## config.mk

```make
export PLATFORM = sky130hd
export DESIGN_NAME = rssi_cca_ctl
export DESIGN_NICKNAME = d
export VERILOG_FILES = /design/src/rtl/rssi_pkg.sv /design/src/rtl/rssi_win_avg.sv /design/src/rtl/rssi_cca_ctl.sv
export SDC_FILE = /design/constraint.sdc
export NUM_CORES = 1
export LEC_CHECK = 0
export BUFFER_PORTS_ARGS = -buffer_cell sky130_fd_sc_hd__buf_2
export CAP_MARGIN = 20
export CELL_PAD_IN_SITES_DETAIL_PLACEMENT = 0
export CELL_PAD_IN_SITES_GLOBAL_PLACEMENT = 1
export CORE_MARGIN = 2
export CORE_UTILIZATION = 43
export CTS_CLUSTER_SIZE = 25
export DETAILED_ROUTE_END_ITERATION = 16
export PLACE_DENSITY_LB_ADDON = 0.1
export SLEW_MARGIN = 0
export SYNTH_ARGS = -nofsm -noshare
export SYNTH_HDL_FRONTEND = slang
export SYNTH_SLANG_ARGS = --single-unit
```

## constraint.sdc

```tcl
create_clock -name clk -period 5.45 [get_ports clk]
set_clock_uncertainty 0.15 [all_clocks]
set_input_delay 0.2725 -clock clk [delete_from_list [all_inputs] [get_ports clk]]
set_output_delay 0.2725 -clock clk [all_outputs]
set_load 0.01 [all_outputs]
```

## src/rtl/rssi_pkg.sv

```systemverilog
`default_nettype none
// ============================================================================
//  Module      : rssi_pkg
//  Description : Shared widths, FSM state encoding and helpers for the RSSI
//                measurement / CCA controller.
//  Revision    : 1.0 - initial release
// ============================================================================
package rssi_pkg;

    localparam int RSSI_HALF_DB_WIDTH = 11;
    localparam int DELAY_CTL_WIDTH    = 7;

    // Two-bit state code, also exported on state_dbg
    typedef logic [1:0] state_t;

    localparam state_t c_ST_FLUSH   = 2'd0;
    localparam state_t c_ST_SETTLE  = 2'd1;
    localparam state_t c_ST_MEASURE = 2'd2;

    // Limit a requested log2 window length to the supported maximum
    function automatic logic [2:0] clamp_log2(input logic [2:0] req,
                                              input logic [2:0] lim);
        return (req > lim) ? lim : req;
    endfunction

endpackage
`default_nettype wire

```

## src/rtl/rssi_win_avg.sv

```systemverilog
`default_nettype none
// ============================================================================
//  Module      : rssi_win_avg
//  Description : Windowed accumulator for signed RSSI samples. Sums
//                2^avg_log2 samples, then presents the floor average and a
//                combinational completion flag in the cycle of the final
//                sample; accumulator and count restart with no gap.
//  Ports       : clk, rst      - clock, synchronous active-high reset
//                clear         - abandon any partial window (dominant)
//                sample_en     - accept sample this cycle
//                sample        - signed sample, SAMPLE_WIDTH bits
//                avg_log2      - log2 window length (<= AVG_LOG2_MAX)
//                win_done      - final sample of window accepted this cycle
//                win_avg       - window average, valid with win_done
//  Revision    : 1.0 - initial release
// ============================================================================
module rssi_win_avg #(
    parameter int SAMPLE_WIDTH = 11,
    parameter int AVG_LOG2_MAX = 4
) (
    input  logic                    clk,
    input  logic                    rst,
    input  logic                    clear,
    input  logic                    sample_en,
    input  logic [SAMPLE_WIDTH-1:0] sample,
    input  logic [2:0]              avg_log2,
    output logic                    win_done,
    output logic [SAMPLE_WIDTH-1:0] win_avg
);
    import rssi_pkg::*;

    localparam int c_ACC_W = SAMPLE_WIDTH + AVG_LOG2_MAX;
    localparam int c_CNT_W = AVG_LOG2_MAX + 1;

    logic signed [c_ACC_W-1:0] r_acc;
    logic signed [c_ACC_W-1:0] w_acc_sum;
    logic signed [c_ACC_W-1:0] w_acc_shift;
    logic        [c_CNT_W-1:0] r_cnt;
    logic        [c_CNT_W-1:0] w_cnt_inc;
    logic        [c_CNT_W-1:0] w_win_len;

    assign w_acc_sum   = r_acc + {{AVG_LOG2_MAX{sample[SAMPLE_WIDTH-1]}}, sample};
    // Arithmetic shift gives floor toward -inf for negative sums
    assign w_acc_shift = w_acc_sum >>> avg_log2;
    assign w_cnt_inc   = r_cnt + c_CNT_W'(1);
    assign w_win_len   = c_CNT_W'(1) << avg_log2;

    assign win_done = sample_en && !clear && (w_cnt_inc == w_win_len);
    assign win_avg  = w_acc_shift[SAMPLE_WIDTH-1:0];

    always_ff @(posedge clk) begin
        if (rst || clear) begin
            r_acc <= '0;
            r_cnt <= '0;
        end else if (sample_en) begin
            if (win_done) begin
                r_acc <= '0;
                r_cnt <= '0;
            end else begin
                r_acc <= w_acc_sum;
                r_cnt <= w_cnt_inc;
            end
        end
    end

endmodule
`default_nettype wire

```

## src/rtl/rssi_cca_ctl.sv

```systemverilog
`default_nettype none
// ============================================================================
//  Module      : rssi_cca_ctl
//  Description : RSSI measurement path controller. Owns the delay-FIFO
//                configuration and reset, sequences FLUSH -> SETTLE ->
//                MEASURE over the rssi_half_db stream, and produces windowed
//                average RSSI plus a hysteretic CCA busy flag.
//  Ports       : clk, rst              - clock, synchronous active-high reset
//                delay_ctl_cfg         - requested FIFO delay
//                avg_log2_cfg          - requested log2 window length
//                cca_th_half_db        - signed busy threshold
//                cca_hyst_half_db      - unsigned hysteresis
//                rx_freeze             - drop incoming samples
//                rssi_half_db(_valid)  - signed sample and strobe
//                delay_ctl             - latched FIFO delay
//                fifo_delay_rstn       - FIFO reset, active-low
//                rssi_avg_half_db      - window average
//                rssi_avg_valid        - one-cycle strobe per window
//                ch_busy               - CCA busy
//                state_dbg             - FSM state code
//  Revision    : 1.0 - initial release
// ============================================================================
module rssi_cca_ctl #(
    parameter int RSSI_HALF_DB_WIDTH = rssi_pkg::RSSI_HALF_DB_WIDTH,
    parameter int DELAY_CTL_WIDTH    = rssi_pkg::DELAY_CTL_WIDTH,
    parameter int AVG_LOG2_MAX       = 4,
    parameter int FLUSH_CYCLES       = 4,
    parameter int DISCARD_SAMPLES    = 2
) (
    input  logic                          clk,
    input  logic                          rst,
    input  logic [DELAY_CTL_WIDTH-1:0]    delay_ctl_cfg,
    input  logic [2:0]                    avg_log2_cfg,
    input  logic [RSSI_HALF_DB_WIDTH-1:0] cca_th_half_db,
    input  logic [5:0]                    cca_hyst_half_db,
    input  logic                          rx_freeze,
    input  logic [RSSI_HALF_DB_WIDTH-1:0] rssi_half_db,
    input  logic                          rssi_half_db_valid,
    output logic [DELAY_CTL_WIDTH-1:0]    delay_ctl,
    output logic                          fifo_delay_rstn,
    output logic [RSSI_HALF_DB_WIDTH-1:0] rssi_avg_half_db,
    output logic                          rssi_avg_valid,
    output logic                          ch_busy,
    output logic [1:0]                    state_dbg
);
    import rssi_pkg::*;

    localparam int         c_W        = RSSI_HALF_DB_WIDTH;
    localparam int         c_FCNT_W   = $clog2(FLUSH_CYCLES + 1);
    localparam int         c_DCNT_W   = $clog2(DISCARD_SAMPLES + 1);
    localparam logic [2:0] c_LOG2_MAX = 3'(AVG_LOG2_MAX);

    state_t                     r_state;
    state_t                     w_state_next;
    logic [c_FCNT_W-1:0]        r_flush_cnt;
    logic [c_DCNT_W-1:0]        r_disc_cnt;
    logic [DELAY_CTL_WIDTH-1:0] r_delay_ctl;
    logic [2:0]                 r_avg_log2;
    logic [2:0]                 w_avg_log2_req;
    logic                       w_cfg_change;
    logic                       w_sample_ok;
    logic                       w_flush_entry;
    logic                       w_win_clear;
    logic                       w_win_en;
    logic                       w_win_done;
    logic [c_W-1:0]             w_win_avg;
    logic [c_W-1:0]             r_avg;
    logic                       r_avg_valid;
    logic                       r_ch_busy;
    logic signed [c_W:0]        w_avg_ext;
    logic signed [c_W:0]        w_th_ext;
    logic signed [c_W:0]        w_th_lo;

    assign w_avg_log2_req = clamp_log2(avg_log2_cfg, c_LOG2_MAX);
    assign w_cfg_change   = (delay_ctl_cfg != r_delay_ctl) || (w_avg_log2_req != r_avg_log2);
    // A sample coincident with a config change belongs to the old setup: drop it
    assign w_sample_ok    = rssi_half_db_valid && !rx_freeze && !w_cfg_change;

    always_comb begin
        w_state_next = r_state;
        if (w_cfg_change) begin
            w_state_next = c_ST_FLUSH;
        end else begin
            case (r_state)
                c_ST_FLUSH: begin
                    if (r_flush_cnt == c_FCNT_W'(FLUSH_CYCLES - 1))
                        w_state_next = c_ST_SETTLE;
                end
                c_ST_SETTLE: begin
                    if (w_sample_ok && (r_disc_cnt == c_DCNT_W'(DISCARD_SAMPLES - 1)))
                        w_state_next = c_ST_MEASURE;
                end
                c_ST_MEASURE: w_state_next = c_ST_MEASURE;
                default:      w_state_next = c_ST_FLUSH;
            endcase
        end
    end

    // Entering (or restarting) FLUSH latches config and restarts the hold count
    assign w_flush_entry = (w_state_next == c_ST_FLUSH) &&
                           ((r_state != c_ST_FLUSH) || w_cfg_change);

    always_ff @(posedge clk) begin
        if (rst) begin
            r_state     <= c_ST_FLUSH;
            r_flush_cnt <= '0;
            r_disc_cnt  <= '0;
            r_delay_ctl <= '0;
            r_avg_log2  <= '0;
        end else begin
            r_state <= w_state_next;
            if (w_flush_entry) begin
                r_delay_ctl <= delay_ctl_cfg;
                r_avg_log2  <= w_avg_log2_req;
                r_flush_cnt <= '0;
            end else if (r_state == c_ST_FLUSH) begin
                r_flush_cnt <= r_flush_cnt + c_FCNT_W'(1);
            end
            if (r_state != c_ST_SETTLE)
                r_disc_cnt <= '0;
            else if (w_sample_ok)
                r_disc_cnt <= r_disc_cnt + c_DCNT_W'(1);
        end
    end

    // Window is held empty outside MEASURE and abandoned on any config change
    assign w_win_clear = (r_state != c_ST_MEASURE) || w_cfg_change;
    assign w_win_en    = (r_state == c_ST_MEASURE) && w_sample_ok;

    rssi_win_avg #(
        .SAMPLE_WIDTH (c_W),
        .AVG_LOG2_MAX (AVG_LOG2_MAX)
    ) u_win_avg (
        .clk       (clk),
        .rst       (rst),
        .clear     (w_win_clear),
        .sample_en (w_win_en),
        .sample    (rssi_half_db),
        .avg_log2  (r_avg_log2),
        .win_done  (w_win_done),
        .win_avg   (w_win_avg)
    );

    // Hysteresis compares one bit wider so th - hyst cannot wrap
    assign w_avg_ext = {w_win_avg[c_W-1], w_win_avg};
    assign w_th_ext  = {cca_th_half_db[c_W-1], cca_th_half_db};
    assign w_th_lo   = w_th_ext - {{(c_W - 5){1'b0}}, cca_hyst_half_db};

    always_ff @(posedge clk) begin
        if (rst) begin
            r_avg       <= '0;
            r_avg_valid <= 1'b0;
            r_ch_busy   <= 1'b1;
        end else begin
            r_avg_valid <= w_win_done;
            if (w_win_done) begin
                r_avg <= w_win_avg;
                if (!r_ch_busy && (w_avg_ext >= w_th_ext))
                    r_ch_busy <= 1'b1;
                else if (r_ch_busy && (w_avg_ext < w_th_lo))
                    r_ch_busy <= 1'b0;
            end
        end
    end

    assign delay_ctl        = r_delay_ctl;
    assign fifo_delay_rstn  = (r_state == c_ST_SETTLE) || (r_state == c_ST_MEASURE);
    assign rssi_avg_half_db = r_avg;
    assign rssi_avg_valid   = r_avg_valid;
    assign ch_busy          = r_ch_busy;
    assign state_dbg        = r_state;

endmodule
`default_nettype wire

```

Yosys cells after proc, flatten, opt, wreduce, memory -nomap -nowiden
Index checks and enable logic that the tools add are counted.
{"block": "op_classes", "n_lt_le_gt_ge": 3, "muxes": 9, "n_bitwise": 0, "multipliers": 0, "n_eq_ne": 9, "n_addsub": 5, "div": 0, "reduce_logical": 25, "shifts": 2}
{"op": "$add A15 B15 Y15", "count": 1}
{"op": "$mux W15", "count": 1}
{"op": "$sshr A15 B3 Y11", "count": 1}
{"op": "$lt A11 B12 Y1", "count": 1}
{"op": "$sub A11 B7 Y12", "count": 1}
{"op": "$ge A11 B11 Y1", "count": 1}
{"op": "$logic_and A1 B1 Y1", "count": 9}
{"op": "$ne A7 B7 Y1", "count": 1}
{"op": "$mux W2", "count": 3}
{"op": "$pmux W2 S3", "count": 1}
{"op": "$add A5 B1 Y5 const B", "count": 1}
{"op": "$eq A5 B5 Y1", "count": 1}
{"op": "$logic_or A1 B1 Y1", "count": 5}
{"op": "$mux W5", "count": 1}
{"op": "$shl A1 B3 Y5 const A", "count": 1}
{"op": "$eq A2 B1 Y1 const B", "count": 2}
{"op": "$logic_not A1 Y1", "count": 4}
{"op": "$logic_not A2 Y1", "count": 2}
{"op": "$reduce_bool A2 Y1", "count": 2}
{"op": "$reduce_or A2 Y1", "count": 2}
{"op": "$add A3 B1 Y3 const B", "count": 1}
{"op": "$eq A3 B2 Y1 const B", "count": 1}
{"op": "$gt A3 B3 Y1 const B", "count": 1}
{"op": "$mux W3", "count": 1}
{"op": "7 further kinds", "count": 8}
{"block": "word_totals", "latch_bits": 0, "romBits": 0, "mem_bits_rw": 0, "wordCells": 63, "regBits": 50, "inputBits": 42, "out_inout_bits": 23, "n_memories": 0}

Depth between registers and ports, before layout
{"block": "depth", "depth_word": 13, "mapped_depth": 19}

Hierarchy
A second synthesis with hierarchy kept.
{"block": "unflattened", "cells_unflattened": 544, "area_unflattened_um2": 4469.3}
{"mod": "rssi_cca_ctl", "cells_each": 246, "seq_area_each_um2": 600.6, "instances": 1, "area_each_um2": 2243.4}
{"mod": "rssi_win_avg", "cells_each": 298, "seq_area_each_um2": 400.4, "instances": 1, "area_each_um2": 2225.9}

Least setup slack after synthesis
Ideal clock, no wire load.
{"block": "synth_path", "kind": "reg2reg", "startpoint": "register u_win_avg.r_acc[0]", "endpoint": "register r_ch_busy, in the netlist ch_busy", "stages_incl_launch_ff": 18, "arrival_time_ps": 4114, "n_path_buf": 0, "t_required_ps": 5227, "setup_slack_ps": 1112, "setup_ps": 73, "path_cell_list": "dfxtp_1 > ha_1 > fa_1 > nand3_1 > a21oi_1 > or3_1 > and2_1 > mux4_2 > nand2_1 > o21ai_0 > ha_1 > and3_1 > nand2_1 > or4_1 > and4_1 > maj3_2 > maj3_2 > o211ai_2"}
{"block": "synth_via", "elab_chain_cells": 6, "elab_cells_between_ends": 9}
{"item": "start, declared", "line_no": "rssi_win_avg.sv:35", "rtl": "logic signed [c_ACC_W-1:0] r_acc;"}
{"item": "start signal, assigned", "line_no": "rssi_win_avg.sv:60", "rtl": "r_acc <= w_acc_sum;"}
{"item": "$add A15 B15 Y15 *", "line_no": "rssi_win_avg.sv:42", "rtl": "assign w_acc_sum = r_acc + {{AVG_LOG2_MAX{sample[SAMPLE_WIDTH-1]}}, sample};"}
{"item": "$sshr A15 B3 Y11 *", "line_no": "rssi_win_avg.sv:44", "rtl": "assign w_acc_shift = w_acc_sum >>> avg_log2;"}
{"item": "via u_win_avg.w_acc_shift[2]", "line_no": "rssi_win_avg.sv:37", "rtl": "logic signed [c_ACC_W-1:0] w_acc_shift;"}
{"item": "$lt A11 B12 Y1 / $ge A11 B11 Y1 (equally long branches)", "line_no": "rssi_cca_ctl.sv:160, rssi_cca_ctl.sv:158"}
{"item": "$logic_and A1 B1 Y1 (on tied branches)", "line_no": "rssi_cca_ctl.sv:160, rssi_cca_ctl.sv:158"}
{"item": "$reduce_bool A2 Y1 (no source line)"}
{"item": "$reduce_and A2 Y1 (no source line)"}
{"item": "end signal, assigned", "line_no": "rssi_cca_ctl.sv:153", "rtl": "r_ch_busy <= 1'b1;"}
{"item": "end signal, assigned", "line_no": "rssi_cca_ctl.sv:159", "rtl": "r_ch_busy <= 1'b1;"}
{"item": "end signal, assigned", "line_no": "rssi_cca_ctl.sv:161", "rtl": "r_ch_busy <= 1'b0;"}
{"item": "end, declared", "line_no": "rssi_cca_ctl.sv:69", "rtl": "logic r_ch_busy;"}
Mark *: on every way through the listed nets, which the timed path passes. The rest lies on a longest branch.
A chain may end at the register's enable or synchronous reset.

Worst setup path in the final report
Same ends and word-level chain as after synthesis.

==> out/metrics.csv <==
metric;value;unit
Multi-input gate area;3156;µm²
kind of critical path;flip-flop to flip-flop;
CP endpoint;ch_busy;
Post-CTS Resized;0;
worst r2r path cells;17;
Worst-path clk slew;0.11;ns
cell chain of the critical path;ha_1 > fa_1 > nand3_1 > a21oi_1 > or3_1 > and2_1 > mux4_2 > nand2_1 > o21ai_0 > ha_1 > and3_1 > nand2_1 > or4_1 > and4_1 > maj3_2 > maj3_2 > o211ai_2;
GPL Wtd Cong;0.8452;
DR iter-0 viols;257;
CP max-delay cell;mux4_2;
DRC violations left;0;
Max-cap violations;0;
CTS tree;done;
Crit path required time;5.56;ns
f_max;209.9;MHz
worst r2r src;u_win_avg.r_acc[0];
area leader, netlist;dfxtp_1;
Final nets;680;
share of post-route cells with drive strength above 1;0.1810;
register bit total from synthesis;50;
ys flop type;dfxtp_1;
critical path peak fanout;4;
Pwr Density;175.6;nW/µm²
top post-synthesis cells by count;nor2_1 (56), dfxtp_1 (50), ha_1 (46);
Initial Utilization;0.4466;
vias after detailed routing;4055;
DIE AREA;11020;µm²
Peak VDD IR;0.0001469;V
Synth top area share;0.2282;
post-CTS setup repair buffer count;0;
largest net degree at the start of global routing;29;
crit start category;flip-flop;
largest cells by area after synthesis;dfxtp_1 (23%), ha_1 (13%), nor2_1 (4.8%);
post-synthesis instance total;540;
Worst setup startpoint;u_win_avg.r_acc[0];
Post-synth EDFFs;0;
antenna diode instance count;0;
Num CTS Buffers;5;
Slew Limit Fails;0;
CP delay by family, top;adder cells;
IO Count;65;
Worst-Skew Late Latency;0.33;ns
async set-reset flop share out of synthesis;0;
clk buf depth;2;
Avg Inst Size Synth;8.121;µm²
FF-to-FF setup slack;0.69;ns
Yosys cell types;74;
Avg WL per Cell;15.18;µm
Total GRT Usage;0.2026;
worst-margin pin slew;0.9669;ns
worst min path class;input port to flip-flop;
xor/xnor cell area share of the yosys netlist;0.07361;
Adder-Cell Fraction of Synth Area;0.1455;
CTS Root Cell;clkbuf_8;
setup TNS;0;ns
antenna viol nets, final;0;
simple-gate share of the synthesized area;0.2097;
mux cell area share after synthesis;0.04565;
hold_ws;0.02768;ns
status;finished, final reports clean;
most frequent cell after synthesis;nor2_1;
Max stage delay on crit path;0.47;ns
share of the yosys chip area belonging to registers;0.2282;
total global routing overflow;0;
endpoint type of the worst setup path;flip-flop;
vias per cell;5.601;
hpwl dp;8.551;mm
Slew HR;0.3545;
Critical Path Stages;17;
drt pass-1 iters;4;
Chip Width;105.0;µm
row cnt;36;
Storage cell area;1001;µm²
syn_nets;630;
CTS H-tree lvls;2;
Setup Viol. Count Final;0;
Synth Area in Compound Gates;0.2451;
crit path buf inv count;0;
Synth Warn #;0;
first-pass GRT wire length;18.45;mm
clock sink total;50;
Hold Buf Count CTS;0;
largest family of logic cells by synthesized area;compound AO/OA/AOI/OAI gates;
routed wire length;10.99;mm
vias in the first global route;3778;
CP arrival;4.88;ns
initial antenna violation count;0;
min Tclk post-route;4.763;ns
Die Y;105.0;µm
Final Cycle Share;0.8740;
leakage power;2.115;nW
count of final hold-check violations;0;
Core Region;9819;µm²
RSZ-0062 raised after global routing;false;
Area growth, synth to finish;11.55;%
Worst R2R End;ch_busy;
fillers;1020;
Post-Syn Area;4385;µm²
I/O Buffers;64;
## metal layers
metal  track usage  vias up  wire length [µm]
met5             0        -                 0
met4       0.04667        0               148
met3       0.02994       15               474
met2        0.3251       89              5073
met1        0.2859     1868              5294
li1              -     2083                 -
## sequential cells by signal (all words and copies together) (netlist names)
register and count:
rssi_avg_valid 1, delay_ctl 7, ch_busy 1, r_disc_cnt 2
u_win_avg.r_acc 15, rssi_avg_half_db 11, state_dbg 2, u_win_avg.r_cnt 5
r_avg_log2 3, r_flush_cnt 3
## placed cells by master (no fill, tap or decap), types with 15 or more instances in the layout
master / n
nand2_1: 33
a21oi_1: 38
nor2_1: 56
a22oi_1: 15
buf_2: 64
dfxtp_1: 50
xor2_1: 17
nor2b_1: 16
ha_1: 46
xnor2_1: 18
inv_1: 30
## worst min path at each step
stage	endpoint	cells past startpoint	start	slack, ns
floorplan	r_avg_log2[0]	1	avg_log2_cfg[2]	0.20
global placement	rssi_avg_half_db[3]	2	rssi_avg_half_db[3]	0.29
detailed placement	rssi_avg_half_db[3]	2	rssi_avg_half_db[3]	0.30
CTS	r_avg_log2[1]	2	avg_log2_cfg[2]	0.01
global route	delay_ctl[3]	2	delay_ctl_cfg[3]	0.02
finish	delay_ctl[0]	2	delay_ctl_cfg[0]	0.03
## kinds of logic after synthesis
group                    Yosys count
XOR/XNOR                          36
AND/OR/NAND/NOR                  181
flip-flops                        50
adder cells (fa/ha/maj)           50
AO/OA/AOI/OAI                    150
multiplexers                      16
buffers and inverters             57
## final cells by class
type	count	share of cell area
clock buffer	5	0.01407
clock inverter	3	0.005371
inverter	31	0.02379
multi-input combinational	433	0.6450
sequential	50	0.2046
tap	133	0.03402
timing repair buffer	69	0.07315
## stage by stage
step	cell area [µm²]	worst slack, ns	util	total power, mW	instances
2_1_floorplan	4385	1.112	-	0.5539	540
3_3_place_gp	4797	0.7606	0.4885	0.6175	716
3_5_place_dp	4797	0.6446	0.4885	0.6201	716
4_1_cts	4892	0.6880	0.4982	0.8715	724
5_1_grt	4892	0.4990	0.4982	0.9132	724
6_report	4892	0.6866	0.4982	0.8592	724
## power by group
part	switching, mW	internal, mW	leakage (nW)
clock	0.151	0.0950	0.0491
combinational	0.134	0.105	1.66
sequential	0.00515	0.369	0.405
total	0.290	0.569	2.12
## worst register-to-register path, stage by stage (launching register included)
cell and delay, ns:
dfxtp_1 0.34, ha_1 0.22, fa_1 0.43, nand3_1 0.11, a21oi_1 0.12, or3_1 0.40
and2_1 0.20, mux4_2 0.47, nand2_1 0.08, o21ai_0 0.18, ha_1 0.39, and3_1 0.19
nand2_1 0.07, or4_1 0.43, and4_1 0.18, maj3_2 0.31, maj3_2 0.31, o211ai_2 0.12
(Power assumes the default switching activity.)
